`src/rtl/intr_arbiter_pkg.sv`:
```
// Shared definitions for the interrupt arbiter: FSM state encodings and a
// constant-evaluable clog2 used to size the source index.
package intr_arbiter_pkg;

  typedef enum logic [1:0] {
    ST_IDLE  = 2'd0,
    ST_OFFER = 2'd1,
    ST_GRANT = 2'd2
  } state_e;

  function automatic int clog2(input int n);
    int r;
    r = 0;
    while ((1 << r) < n) r++;
    return r;
  endfunction

endpackage

```
`src/rtl/intr_prio_sel.sv`:
```
// Combinational priority selector: masks pending sources against ipl and
// returns the highest-level eligible source, ties resolved to the lowest index.
module intr_prio_sel
  import intr_arbiter_pkg::*;
#(
  parameter int NREQ  = 8,
  parameter int LVL_W = 3,
  parameter int IDX_W = (NREQ > 1) ? clog2(NREQ) : 1
) (
  input  logic [NREQ-1:0]       pending_i,
  input  logic [NREQ*LVL_W-1:0] levels_i,
  input  logic [LVL_W-1:0]      ipl_i,
  output logic                  any_o,
  output logic [IDX_W-1:0]      idx_o,
  output logic [LVL_W-1:0]      level_o
);

  logic [LVL_W-1:0] lvl  [NREQ];
  logic [NREQ-1:0]  elig;

  for (genvar gi = 0; gi < NREQ; gi++) begin : g_src
    assign lvl[gi]  = levels_i[gi*LVL_W +: LVL_W];
    assign elig[gi] = pending_i[gi] && (lvl[gi] > ipl_i);
  end

  // Strict '>' on the running best keeps the earliest index on equal levels.
  always_comb begin
    any_o   = 1'b0;
    idx_o   = '0;
    level_o = '0;
    for (int i = 0; i < NREQ; i++) begin
      if (elig[i] && (!any_o || lvl[i] > level_o)) begin
        any_o   = 1'b1;
        idx_o   = IDX_W'(i);
        level_o = lvl[i];
      end
    end
  end

endmodule

```
`src/rtl/intr_arbiter.sv`:
```
// Interrupt arbiter: pending/edge capture, priority selection and the
// IDLE/OFFER/GRANT handshake towards the CPU, all outputs registered.
module intr_arbiter
  import intr_arbiter_pkg::*;
#(
  parameter int NREQ  = 8,
  parameter int LVL_W = 3,
  parameter int VEC_W = 8,
  parameter int EDGE  = 0,
  localparam int IDX_W = (NREQ > 1) ? clog2(NREQ) : 1
) (
  input  logic                  clk,
  input  logic                  reset,
  input  logic [LVL_W-1:0]      ipl,
  input  logic [NREQ-1:0]       src_req,
  input  logic [NREQ*LVL_W-1:0] src_level,
  input  logic [NREQ*VEC_W-1:0] src_vector,
  input  logic                  cpu_ack,
  output logic                  int_req,
  output logic [LVL_W-1:0]      int_level,
  output logic [VEC_W-1:0]      int_vector,
  output logic [IDX_W-1:0]      int_src,
  output logic [NREQ-1:0]       src_grant
);

  state_e           state_q, state_d;
  logic [NREQ-1:0]  pending_q, pending_d;
  logic             int_req_q, int_req_d;
  logic [LVL_W-1:0] level_q, level_d;
  logic [VEC_W-1:0] vector_q, vector_d;
  logic [IDX_W-1:0] src_q, src_d;
  logic [NREQ-1:0]  grant_q, grant_d;

  logic             sel_any;
  logic [IDX_W-1:0] sel_idx;
  logic [LVL_W-1:0] sel_level;
  logic [VEC_W-1:0] vec [NREQ];
  logic             still_elig;

  for (genvar gi = 0; gi < NREQ; gi++) begin : g_vec
    assign vec[gi] = src_vector[gi*VEC_W +: VEC_W];
  end

  intr_prio_sel #(
    .NREQ  (NREQ),
    .LVL_W (LVL_W),
    .IDX_W (IDX_W)
  ) u_sel (
    .pending_i (pending_q),
    .levels_i  (src_level),
    .ipl_i     (ipl),
    .any_o     (sel_any),
    .idx_o     (sel_idx),
    .level_o   (sel_level)
  );

  // Edge mode: a new rising edge overrides a same-cycle clear from the grant.
  if (EDGE != 0) begin : g_edge
    logic [NREQ-1:0] req_prev_q;
    always_ff @(posedge clk) begin
      if (reset) req_prev_q <= '0;
      else       req_prev_q <= src_req;
    end
    assign pending_d = (pending_q & ~grant_d) | (src_req & ~req_prev_q);
  end else begin : g_level
    assign pending_d = src_req;
  end

  // The offered source stays valid only while still pending above ipl at its latched level.
  assign still_elig = pending_q[src_q] && (level_q > ipl);

  always_comb begin
    state_d   = state_q;
    int_req_d = int_req_q;
    level_d   = level_q;
    vector_d  = vector_q;
    src_d     = src_q;
    grant_d   = '0;
    case (state_q)
      ST_IDLE: begin
        if (sel_any) begin
          state_d   = ST_OFFER;
          int_req_d = 1'b1;
          src_d     = sel_idx;
          level_d   = sel_level;
          vector_d  = vec[sel_idx];
        end
      end
      ST_OFFER: begin
        if (cpu_ack) begin
          state_d          = ST_GRANT;
          int_req_d        = 1'b0;
          grant_d[src_q]   = 1'b1;
        end else if (!still_elig) begin
          state_d   = ST_IDLE;
          int_req_d = 1'b0;
        end
      end
      ST_GRANT: state_d = ST_IDLE;
      default:  state_d = ST_IDLE;
    endcase
  end

  always_ff @(posedge clk) begin
    if (reset) begin
      state_q   <= ST_IDLE;
      pending_q <= '0;
      int_req_q <= 1'b0;
      level_q   <= '0;
      vector_q  <= '0;
      src_q     <= '0;
      grant_q   <= '0;
    end else begin
      state_q   <= state_d;
      pending_q <= pending_d;
      int_req_q <= int_req_d;
      level_q   <= level_d;
      vector_q  <= vector_d;
      src_q     <= src_d;
      grant_q   <= grant_d;
    end
  end

  assign int_req    = int_req_q;
  assign int_level  = level_q;
  assign int_vector = vector_q;
  assign int_src    = src_q;
  assign src_grant  = grant_q;

endmodule

```
`config.mk`:
```
export PLATFORM = sky130hd
export DESIGN_NAME = intr_arbiter
export DESIGN_NICKNAME = d
export VERILOG_FILES = /design/src/rtl/intr_arbiter_pkg.sv /design/src/rtl/intr_prio_sel.sv /design/src/rtl/intr_arbiter.sv
export SDC_FILE = /design/constraint.sdc
export NUM_CORES = 1
export LEC_CHECK = 0
export ABC_CLOCK_PERIOD_IN_PS = 14900
export CAP_MARGIN = 20
export CORE_MARGIN = 2
export CORE_UTILIZATION = 42
export CTS_BUF_LIST = sky130_fd_sc_hd__clkbuf_8 sky130_fd_sc_hd__clkbuf_16
export DETAILED_ROUTE_END_ITERATION = 10
export HOLD_SLACK_MARGIN = 0.06
export MAX_ROUTING_LAYER = met4
export PLACE_DENSITY = 0.79
export SLEW_MARGIN = 20
export SYNTH_ARGS = -nofsm -noshare
export SYNTH_HDL_FRONTEND = slang
export SYNTH_SLANG_ARGS = --single-unit
```
`constraint.sdc`:
```
create_clock -name clk -period 14.9 [get_ports clk]
set_input_delay 4.47 -clock clk [delete_from_list [all_inputs] [get_ports clk]]
set_output_delay 4.47 -clock clk [all_outputs]
set_load 0.005 [all_outputs]
```
Yosys cells after proc, flatten, opt, wreduce, memory -nomap -nowiden
Index checks and enable logic that the tools add are counted.
{"block": "classes", "n_addsub": 0, "mul": 0, "div": 0, "n_lt_le_gt_ge": 19, "eq_ne": 3, "shifts": 0, "mux": 38, "bitwise_logic": 3, "n_reduce_logical": 37}
{"cell": "3-bit greater-than comparator", "count": 16}
{"cell": "3-bit 2-to-1 mux", "count": 12}
{"cell": "8-bit binary-select mux with 3-bit select", "count": 1}
{"cell": "1-bit logical AND", "count": 17}
{"cell": "8-bit 2-to-1 mux", "count": 2}
{"cell": "1-bit 2-to-1 mux", "count": 14}
{"cell": "2-bit 2-to-1 mux", "count": 5}
{"cell": "1-bit zero test", "count": 7}
{"cell": "1-bit logical OR", "count": 7}
{"cell": "4-bit greater-or-equal comparator (second input constant)", "count": 1}
{"cell": "3-bit by 4-bit < comparator with 1-bit output (second input constant)", "count": 1}
{"cell": "3-bit NOT with 4-bit output", "count": 1}
{"cell": "2-bit one-hot mux with 2 select lines", "count": 1}
{"cell": "2-bit AND reduction", "count": 2}
{"cell": "1-bit binary-select mux with 3-bit select", "count": 1}
{"cell": "1-bit demux with 3-bit select", "count": 1}
{"cell": "3-bit by 1-bit greater-or-equal comparator with 1-bit output (second input constant)", "count": 1}
{"cell": "3-bit != test (second input constant)", "count": 1}
{"cell": "3-bit AND reduction", "count": 1}
{"cell": "3-bit OR reduction", "count": 1}
{"cell": "2-bit by 1-bit == test with 1-bit output (second input constant)", "count": 1}
{"cell": "2-bit zero test", "count": 1}
{"cell": "2-bit != test (second input constant)", "count": 1}
{"cell": "1-bit NOT", "count": 2}
{"cell": "2 further kinds", "count": 2}
{"block": "totals", "reg_bits": 33, "latch_bits": 0, "ram_bits": 0, "mem_bits_ro": 0, "input_bits": 102, "output_inout_bits": 23, "wordCells": 107, "memories": 0}

Longest topological paths before layout
{"block": "depth", "word_depth": 35, "mapped_depth": 65, "ltp_nobuf": 61}

Cells and area by module
Synthesis repeated with hierarchy kept, for this count alone.
{"block": "hier_totals", "hier_cells": 362, "hier_area_um2": 3196.8}
{"mod": "intr_prio_sel", "n_inst": 1, "cells_per_inst": 210, "area_per_inst_um2": 1606.5, "seq_area_each_um2": 0.0}
{"mod": "intr_arbiter", "n_inst": 1, "cells_per_inst": 152, "area_per_inst_um2": 1590.3, "seq_area_each_um2": 660.6}

Worst setup path after synthesis
OpenSTA, ideal clock, no wires.
{"block": "synth_path", "path_type": "input to register", "startpoint": "input ipl[2]", "endpoint": "register vector_q[6], in the netlist int_vector[6]", "setup_ps": 133, "t_arrival_ps": 15034, "required_ps": 14767, "path_slack_ps": -266, "path_stages": 61, "path_cell_list": "inv_1 ha_1 and3_1 nor3_2 nand2_1 ha_1 nor2b_1 o21a_1 o21ai_0 o211ai_1 o21a_1 ha_1 nor2b_1 o21ai_0 a32oi_1 a21oi_1 or3_1 nand2_1 [... 25 more ...] nor2b_1 o21ai_0 nand2b_1 and3_1 a31oi_1 clkbuf_1 o21ai_0 ha_1 a21o_1 a21oi_1 nor3_1 a31o_2 or3_1 buf_6 buf_6 mux2_4 o211ai_2 a31oi_1"}
{"block": "synth_between", "elab_chain_len": 35, "elab_cells_between_ends": 71}
{"element": "from (decl)", "line": "intr_arbiter.sv:14", "rtl": "input logic [LVL_W-1:0] ipl,"}
{"element": "3-bit greater-than comparator", "line": "intr_prio_sel.sv:23", "rtl": "assign elig[gi] = pending_i[gi] && (lvl[gi] > ipl_i);"}
{"element": "1-bit logical AND", "line": "intr_prio_sel.sv:23"}
{"element": "3-bit 2-to-1 mux or 1-bit 2-to-1 mux (tied branches)", "line": "intr_prio_sel.sv:32", "rtl": "if (elig[i] && (!any_o || lvl[i] > level_o)) begin"}
{"element": "3-bit greater-than comparator or 1-bit zero test (tied branches)", "line": "intr_prio_sel.sv:32"}
{"element": "1-bit logical OR", "line": "intr_prio_sel.sv:32"}
{"element": "1-bit logical AND", "line": "intr_prio_sel.sv:32"}
{"element": "3-bit 2-to-1 mux or 1-bit 2-to-1 mux (tied branches)", "line": "intr_prio_sel.sv:32"}
{"element": "3-bit greater-than comparator or 1-bit zero test (tied branches)", "line": "intr_prio_sel.sv:32"}
{"element": "[... 18 more ...]"}
{"element": "3-bit 2-to-1 mux or 1-bit 2-to-1 mux (tied branches)", "line": "intr_prio_sel.sv:32"}
{"element": "3-bit greater-than comparator or 1-bit zero test (tied branches)", "line": "intr_prio_sel.sv:32"}
{"element": "1-bit logical OR", "line": "intr_prio_sel.sv:32"}
{"element": "1-bit logical AND", "line": "intr_prio_sel.sv:32"}
{"element": "3-bit 2-to-1 mux", "line": "intr_prio_sel.sv:32"}
{"element": "3-bit NOT with 4-bit output (implied by the code)", "line": "intr_arbiter.sv:86", "rtl": "vector_d = vec[sel_idx];"}
{"element": "8-bit binary-select mux with 3-bit select", "line": "intr_arbiter.sv:86"}
{"element": "8-bit 2-to-1 mux (implied by the code) (2 in a row)", "line": "intr_arbiter.sv:86"}
{"element": "to (signal assigned)", "line": "intr_arbiter.sv:118", "rtl": "vector_q <= vector_d;"}
{"element": "to (decl)", "line": "intr_arbiter.sv:30", "rtl": "logic [VEC_W-1:0] vector_q, vector_d;"}
Parallel ways exist; a longest one is shown, timed or not. The select of a mux whose other input is x is not followed.
A chain may end at the register's enable or synchronous reset.

Final worst setup path
{"block": "layout_path", "startpoint": "input ipl[1]", "endpoint": "register vector_q[7], in the netlist int_vector[7]"}
The elaborated chain is that of the path after synthesis.

==> key figures <==
Power
  – Pint: 323.4 uW
  – Pwr/cell area: 86.39 nW/um^2
  – Net Sw Power: 205.3 uW
  – Worst VDD drop: 45.87 uV
  – Switching part of the total: 38.83%
  – Clock network fraction of total power: 16.3%
  – Combinational power share: between 60 and 70%
  – Pleak: 0.002552 uW
  – Sequential group share of total power: 21.6%

Place
  – RePlAce Congestion: 0.9810
  – Port buffer count: 124
  – Placed cell count: roughly 710
  – HPWL Detailed: between 10 and 15 mm

Clock tree
  – Worst skew pair latency: 280 ps
  – Hold Buf Count CTS: 0
  – CTS tree: yes
  – Depth of the CTS H-tree: 2
  – Clock slew at reported path FFs: 60 ps
  – Root buf cell: clkbuf_8
  – CTS Buf Count: 5
  – # clock sinks: 33
  – Max Root-Sink Buffers: 2

Cells and area
  – Layout cells sized above 1: between 30% and 40%
  – Layout area overhead: 78.31%
  – Util after Layout: 78.38%
  – Fillers: 469
  – # diodes: 0
  – Register Area: 660.6 um^2
  – Nets@finish: 806
  – Multi-input logic area: 3057 um^2
  – Finished Layout Cells: between 700 and 800

Routing
  – Antenna-violating nets left: 0
  – Routed wire length: roughly 17 mm
  – Vias: 4977
  – Detailed Routing Iterations Pass 1: 5
  – Post-route DRC: 0
  – Initial DRC Count: 415
  – WL per Instance: 22.14 um
  – Mean number of vias per cell: 6.557

Yosys
  – Sequential share of the synthesized area: 19.25%
  – Syn Std Cell Area: 3432 um^2
  – Post-synth cell types: 52
  – Synth top area share: 19.25%
  – Mean area per synthesized cell: between 7 and 8 um^2
  – Post-synth EDFFs: 0
  – Largest cells by area after synthesis: dfxtp_1, ha_1, o21ai_0
  – Synthesized instance count: 442
  – Prevailing post-synth register cell: dfxtp_1
  – Count leader, synth: ha_1
  – Syn nets: 592
  – Synth cell count leaders: ha_1, o21ai_0, inv_1
  – #FFs+latches synth: 33
  – Yosys warns: 0
  – Async SR Flop Fraction: 0%
  – Post-synth top area cell: dfxtp_1

Timing
  – Final period utilization: 100.9%
  – Final worst slack: -128.5 ps
  – Slew @ Worst Pin: between 900 and 1000 ps
  – Clock Skews: 6.896 ps
  – Slew headroom: between 30 and 40%
  – Hold Vio Cnt, Final: 0
  – Fmax: between 0.06 and 0.07 GHz
  – Final min period: 15030 ps
  – Setup violations, final: 8
  – Final Max Tran Viols: 0

Run status
  – Status: complete, but fails checks
  – Failing checks: negative setup slack

Worst setup path
  – Worst r2r src: pending_q[0]
  – R2r worst-path depth: between 50 and 60
  – Critical path's largest stage delay: 430 ps
  – R2r setup slk: 4160 ps
  – Crit Path Class: in2reg
  – Most Frequent Cell on Critical Path: o21ai_2
  – Critical Path Slowest Stage Cell: or3_4
  – CP arrival: 15150 ps
  – Worst Setup Start Kind: input port
  – Critical Path RT: 15020 ps
  – Worst R2R End: int_vector[7]
  – CP max FO: 5
  – Setup crit end kind: register

Min path
  – Hold EP: int_req
  – Min-delay src: int_req
  – Worst hold-check path type: reg2reg
  – Hold path depth: 2

Global routing
  – Antenna violations before repair: 0
  – Tot GR Track Use: about 30%
  – Number of global-route vias before repair: 4374
  – Pin count of the biggest net entering global routing: 26
  – First-pass GRT wire length: 20.77 mm
  – Grt ovf: 0

Die
  – Core area: 7807 um^2
  – DIE AREA: between 8000 and 9000 um^2
  – Row Count: 32
  – IO Count: 125
  – Die Ht: 94.40 um
  – Initial core utilization: 43.96%
  – Die X: 94.40 um

Job
  – MaxCap Viol Count: 0
routing by layer:
layer | up-vias | part of all wire, % | track usage, %
li1 | 2119 | - | -
met1 | 2322 | 35 | 35.90
met5 | - | 0 | -
met3 | 145 | 9.0 | 4.789
met4 | 0 | 8.1 | 13.29
met2 | 391 | 48 | 51.19
worst max path at each step:
stage	startpoint	to	slack (ps)	cells after the start
floorplan	ipl[2]	int_vector[6]	5	62
global placement	ipl[1]	int_vector[7]	-240	61
detailed placement	ipl[1]	int_vector[7]	-880	61
CTS	ipl[1]	int_vector[7]	10	60
global route	ipl[1]	int_vector[4]	-570	63
finish	ipl[1]	int_vector[7]	-130	62
layout make-up:
class	count	area share (%)
multi-input combinational	355	49.95
clock inverter	2	0.5520
clock buffer	6	1.349
tap	102	2.085
inverter	34	2.085
sequential	33	10.80
timing repair buffer	227	33.18
through the flow:
stage / setup WS, ps / instance area, um^2 / total power (uW) / setup TNS (ps) / hold WS [ps]
2_1_floorplan: 5.195 / 3440 / 247.3 / 0 / 470.4
3_3_place_gp: -240.7 / 5189 / 353.0 / -1193 / 469.4
3_5_place_dp: -882.2 / 5189 / 362.4 / -8106 / 503.3
4_1_cts: 10.05 / 5628 / 468.6 / 0 / 495.0
5_1_grt: -566.5 / 6120 / 552.0 / -3771 / 513.7
6_report: -128.5 / 6120 / 528.7 / -732.1 / 493.3
worst max-delay path, delay by kind of cell:
kind | cells | cell delay (ps)
adder cells (fa/ha/maj) | 8 | 2100
multiplexers | 1 | 290
AO/OA/AOI/OAI | 27 | 4410
buffers and inverters | 6 | 890
AND/OR/NAND/NOR | 20 | 2950
cells in the final DEF, fill, tap and decap left out, types with 10 or more instances in the layout:
master           count
clkdlybuf4s50_1    118
buf_4               99
ha_1                38
dfxtp_1             33
inv_1               32
nand2_1             27
nor2_1              25
o21ai_0             23
nor2b_1             13
a31oi_1             12
nand3_1             12
a21oi_1             11
o21a_1              10
logic make-up (layout without fill, tap and decap cells):
family | count (synthesis) | in the layout | share of synthesized area (%)
AOI/OAI and AO/OA | 155 | 155 | 31.86
and+or+nand+nor | 142 | 143 | 21.25
buffers and inverters | 55 | 269 | 7.145
adders and majority gates | 48 | 48 | 17.50
DFF | 33 | 33 | 19.25
muxes | 9 | 9 | 2.989
flip-flops by register name, summed over array words and instances, names as in the netlist:
name        flops
int_vector      8
pending_q       8
src_grant       8
int_level       3
int_src         3
state_q         2
int_req         1
power groups by stage:
stage	Clock [uW]	Combinational [uW]	Sequential (uW)
after global routing	89.3	347	115
after floorplan	0	137	111
after detailed placement	0	247	116
final	86.1	329	114
after global placement	0	238	115
after CTS	85.6	269	114
what timing repair did:
| action | CTS | global route |
|---|---|---|
| pin swaps | 14 | 44 |
| endpoints found under the hold margin | 0 | 0 |
| resized for setup | 28 | 90 |
| cloned | 1 | 0 |
| setup buffers | 26 | 14 |
| setup endpoints to repair | 11 | 14 |
Power figures use the tool's default switching activity.
